--- config.mk ---
export PLATFORM = sky130hd
export DESIGN_NAME = pipeline_sequencer
export DESIGN_NICKNAME = d
export VERILOG_FILES = /design/src/rtl/pipeline_ctrl_pkg.sv /design/src/rtl/pipeline_sequencer_hazard_detect.sv /design/src/rtl/pipeline_sequencer.sv
export SDC_FILE = /design/constraint.sdc
export NUM_CORES = 1
export LEC_CHECK = 0
export CAP_MARGIN = 10
export CORE_MARGIN = 1
export CORE_UTILIZATION = 49
export CTS_CLUSTER_DIAMETER = 120
export DETAILED_ROUTE_END_ITERATION = 8
export GPL_TIMING_DRIVEN = 0
export PLACE_DENSITY = 0.81
export REMOVE_ABC_BUFFERS = 1
export SLEW_MARGIN = 10
export SYNTH_ARGS = -nofsm -noshare
export SYNTH_HDL_FRONTEND = slang
export SYNTH_SLANG_ARGS = --single-unit
--- constraint.sdc ---
create_clock -name clk -period 2.5 [get_ports clk]
set_input_delay 0.375 -clock clk [delete_from_list [all_inputs] [get_ports clk]]
set_output_delay 0.375 -clock clk [all_outputs]
set_load 0.02 [all_outputs]
--- src/rtl/pipeline_ctrl_pkg.sv ---
// Shared types and defaults for the pipeline sequencer.
package pipeline_ctrl_pkg;

    localparam int TIMEOUT_CYCLES_DEFAULT = 16;

    typedef enum logic [1:0] {
        ST_RUN      = 2'd0,
        ST_MEM_WAIT = 2'd1,
        ST_HALT     = 2'd2
    } state_t;

endpackage

--- src/rtl/pipeline_sequencer_hazard_detect.sv ---
// Load-use detector: the execute-stage load writes a register that decode reads.
module hazard_detect (
    input  logic       load_e,
    input  logic [4:0] rd_e,
    input  logic [4:0] rs1_d,
    input  logic [4:0] rs2_d,
    output logic       load_use
);

    // x0 is hard-wired to zero, so a load into it never creates a dependency.
    assign load_use = load_e && (rd_e != 5'd0) && ((rd_e == rs1_d) || (rd_e == rs2_d));

endmodule

--- src/rtl/pipeline_sequencer.sv ---
// Pipeline stall/flush sequencer with data-memory wait handling and timeout halt.
//   state       | meaning
//   ST_RUN      | normal flow, hazard rules active, dmem_req follows MemAccessM
//   ST_MEM_WAIT | pipeline frozen waiting for dmem_ready, timeout counter running
//   ST_HALT     | memory timed out, pipeline frozen until rst
module pipeline_sequencer
    import pipeline_ctrl_pkg::*;
#(
    parameter int TIMEOUT_CYCLES = TIMEOUT_CYCLES_DEFAULT,
    parameter int CNT_W          = 32
) (
    input  logic             clk,
    input  logic             rst,
    input  logic [4:0]       Rs1D,
    input  logic [4:0]       Rs2D,
    input  logic [4:0]       RdE,
    input  logic             LoadE,
    input  logic             PCSrcE,
    input  logic             MemAccessM,
    input  logic             dmem_ready,
    output logic             EnF,
    output logic             EnD,
    output logic             EnE,
    output logic             EnM,
    output logic             EnW,
    output logic             FlushD,
    output logic             FlushE,
    output logic             dmem_req,
    output logic             mem_timeout,
    output logic [CNT_W-1:0] stall_count
);

    localparam int WAIT_W = $clog2(TIMEOUT_CYCLES + 1);
    localparam logic [WAIT_W-1:0] WAIT_LAST = WAIT_W'(TIMEOUT_CYCLES - 1);

    state_t            state;
    logic [WAIT_W-1:0] wait_cnt;
    logic              timeout_q;
    logic              load_use;
    logic              freeze;

    hazard_detect u_hazard_detect (
        .load_e   (LoadE),
        .rd_e     (RdE),
        .rs1_d    (Rs1D),
        .rs2_d    (Rs2D),
        .load_use (load_use)
    );

    always_comb begin
        freeze   = 1'b0;
        dmem_req = 1'b0;
        if (!rst) begin
            case (state)
                ST_RUN: begin
                    dmem_req = MemAccessM;
                    freeze   = MemAccessM && !dmem_ready;
                end
                ST_MEM_WAIT: begin
                    dmem_req = 1'b1;
                    freeze   = !dmem_ready;
                end
                default: freeze = 1'b1;
            endcase
        end
    end

    // Freeze beats branch, branch beats load-use; reset forces the free-running pattern.
    always_comb begin
        EnF    = 1'b1;
        EnD    = 1'b1;
        EnE    = 1'b1;
        EnM    = 1'b1;
        EnW    = 1'b1;
        FlushD = 1'b0;
        FlushE = 1'b0;
        if (freeze) begin
            EnF = 1'b0;
            EnD = 1'b0;
            EnE = 1'b0;
            EnM = 1'b0;
            EnW = 1'b0;
        end else if (!rst && PCSrcE) begin
            FlushD = 1'b1;
            FlushE = 1'b1;
        end else if (!rst && load_use) begin
            EnF    = 1'b0;
            EnD    = 1'b0;
            FlushE = 1'b1;
        end
    end

    assign mem_timeout = timeout_q && !rst;

    always_ff @(posedge clk) begin
        if (rst) begin
            state       <= ST_RUN;
            wait_cnt    <= '0;
            timeout_q   <= 1'b0;
            stall_count <= '0;
        end else begin
            if (!EnF && (stall_count != {CNT_W{1'b1}})) begin
                stall_count <= stall_count + CNT_W'(1);
            end
            case (state)
                ST_RUN: begin
                    if (MemAccessM && !dmem_ready) begin
                        state    <= ST_MEM_WAIT;
                        wait_cnt <= '0;
                    end
                end
                ST_MEM_WAIT: begin
                    if (dmem_ready) begin
                        state <= ST_RUN;
                    end else if (wait_cnt == WAIT_LAST) begin
                        state     <= ST_HALT;
                        timeout_q <= 1'b1;
                    end else begin
                        wait_cnt <= wait_cnt + WAIT_W'(1);
                    end
                end
                default: state <= ST_HALT;
            endcase
        end
    end

endmodule
==> impl_results.md <==
- CP max-delay cell: or4_4
- Worst Path Required: 2120 ps
- Cell chain of the critical path: clkdlybuf4s50_1, or4_4, o211ai_1, o21a_4, clkdlybuf4s15_2
- Largest net degree at the start of global routing: 50
- Buf+Inv Stages, Crit Path: 2
- Site Rows: 24
- Initial antenna violation count: 0
- Relative slew slack: 0.285
- Commonest non-fill, non-tap cell in the layout: clkdlybuf4s50_1
- Final period util: 0.988
- All-layer global routing usage: 0.233
- Top delay family on crit path: buffers and inverters
- Worst Skew: 7.51 ps
- Post-synth EDFFs: 0
- Final ANT Viol Nets: 0
- M3 GR Usage: 0.0470
- Worst-margin pin slew: 1060 ps
- Post-synthesis instance area: 0.00233 mm²
- Most frequent cells in the layout: clkdlybuf4s50_1, dfxtp_1, nor2_1, nand2_1, a21oi_1
- Seq/Total Area, Yosys: 0.344
- Util after Layout: 0.713
- Number of DRC markers in iteration 0: 161
- Dpl ws: -673 ps
- Area Growth Syn to Fin: 36.3%
- Worst Setup End Kind: output port
- First-pass detailed-route iteration total: 6
- FMAX: 405 MHz
- Hold path depth: 2
- CTS tree: built
- Crit path largest cell delay: 540 ps
- Pwr per Cell Area: 428 mW/mm²
- Max-slew violations: 0
- Die height: 70.9 µm
- Hold Fails Final Rpt: 0
- FF+latch count, synth: 40
- Reg2reg setup slack: 130 ps
- CTS Hold Bufs: 0
- Core area: 0.00444 mm²
- Clock root cell: clkbuf_8
- Synth async-reset ratio: 0
- Port bufs: 61
- Arrival @ worst endpoint: 2100 ps
- Crit Path Category: input pin to output port
- CTS max path bufs: 2
- Via Count: 2363
- Diodes inserted: 0
- Post-synthesis cell count: 280
- Critical path startpoint category: input pin
- Worst-path clk slew: 80 ps
- VDD IR max: 0.000302 V
- Post-synth top flop: dfxtp_1
- Global placement routability congestion: 0.824
- I/O Pins: 62
- Reg2reg path depth: 6
- DR WL/cell: 15.3 µm
- Hpwl dp: 3920 µm
- GR Layer Usage met1: 0.300
- Leakage power figure: 0.00110 µW
- Warnings from Yosys: 0
- Vias in the first global route: 2098
- PnR Total Power: 1360 µW
- Worst-path maximum fanout: 3
- Clock Sinks: 40
- Die X: 70.9 µm
- WHS: 469 ps
- First-pass GRT wire length: 9490 µm
- Drt total wl: 6030 µm
- Via/cell ratio: 6.00
- GRT overflow: 0
- Number of distinct library cells after synthesis: 54
- Avg Inst Size Synth: 8.31 µm²
- Max-cap violations: 0
- Outcome: finished clean
- Clock Latency Late Sink: 290 ps
- Hold endpoint: timeout_q
- Die ar.: 0.00503 mm²
- Top Usage Layer GRT: met2
- HP Class: flip-flop to flip-flop
- Min-delay src: timeout_q
- TritonCTS buffer count: 5
- H-Tree Depth: 2
- Met2 GRT Util: 0.404
- Initial core utilization: 0.523
- Minimum clock period: 2470 ps
- R2R Path Start: stall_count[0]
- Setup Viol. Count Final: 0
- DRC Markers: 0
- Nets: 365
- Reg2reg end: stall_count[14]
- Slack of the critical path: 29.6 ps
- Share of cells above drive strength 1: 0.146
- Total negative slack: 0 ps
[report_power, final]
part,total (µW),internal [µW],leakage [µW],switching (µW)
Sequential,645,640,0.000323,4.95
Clock,551,326,0.0000614,224
Combinational,160,75.9,0.000712,84.3
[flip-flops by register name (all words and copies together), names as in the netlist]
signal / cells
wait_cnt: 5
timeout_q: 1
state: 2
stall_count: 32
[worst max-delay path by stage]
stage | start | to | cells after the start
floorplan | MemAccessM | stall_count[15] | 6
global placement | rst | EnF | 5
detailed placement | RdE[0] | EnF | 5
CTS | RdE[0] | stall_count[15] | 8
global route | stall_count[0] | stall_count[14] | 6
finish | RdE[3] | EnF | 5
[cell families after synthesis]
| family | Yosys count | share of synthesized area |
|---|---|---|
| DFF | 40 | 0.344 |
| buffers and inverters | 22 | 0.0538 |
| xor gates and xnor gates | 14 | 0.0527 |
| and+or+nand+nor | 133 | 0.323 |
| muxes | 9 | 0.0430 |
| adders and majority gates | 3 | 0.0161 |
| AOI/OAI and AO/OA | 59 | 0.167 |
[layout make-up]
cell class                 instances  area (µm²)
clock inverter                     2        38.8
multi-input combinational        220        1480
sequential                        40         801
clock buffer                       6        82.6
fill                             342        1270
inverter                           7        26.3
timing repair buffer              67         678
tap                               52        65.1
[cell usage after synthesis (4+ instances only)]
library cell | number | area [µm²]
xor2_1 | 13 | 114
and2_1 | 4 | 25.0
a21oi_1 | 21 | 105
nand4_1 | 10 | 62.6
o21ai_0 | 8 | 40.0
o31ai_1 | 12 | 90.1
or3_1 | 6 | 37.5
or4_1 | 13 | 97.6
nor2_1 | 33 | 124
nor2b_1 | 10 | 62.6
and3_1 | 4 | 25.0
nand2_1 | 21 | 78.8
mux2_2 | 7 | 78.8
nand3_1 | 9 | 45.0
inv_1 | 7 | 26.3
clkbuf_1 | 4 | 15.0
dfxtp_1 | 40 | 801
buf_4 | 5 | 37.5
nor3_1 | 4 | 20.0
[repair_timing]
item,CTS,global route
endpoints found under the setup margin,22,12
resized for setup,17,14
setup buffers,3,3
gates cloned,1,1
pin swaps,1,4
endpoints found under the hold margin,0,0
[through the flow]
stage               std cells  area [µm²]
floorplan                 265        2230
global placement          378        2900
detailed placement        378        2900
CTS                       390        3080
global route              394        3170
finish                    394        3170
[worst min-delay path: cells and delay by family (launching register included)]
| kind | cells | cell delay [ps] |
|---|---|---|
| compound gates | 1 | 40 |
| flops | 1 | 330 |
| simple gates | 1 | 70 |
[layer usage]
metal	vias to the layer above	wire (µm)
li1	1160	-
met1	1127	2620
met2	68	3040
met3	8	309
met4	0	56
met5	-	0
Power figures use the tool's default switching activity.
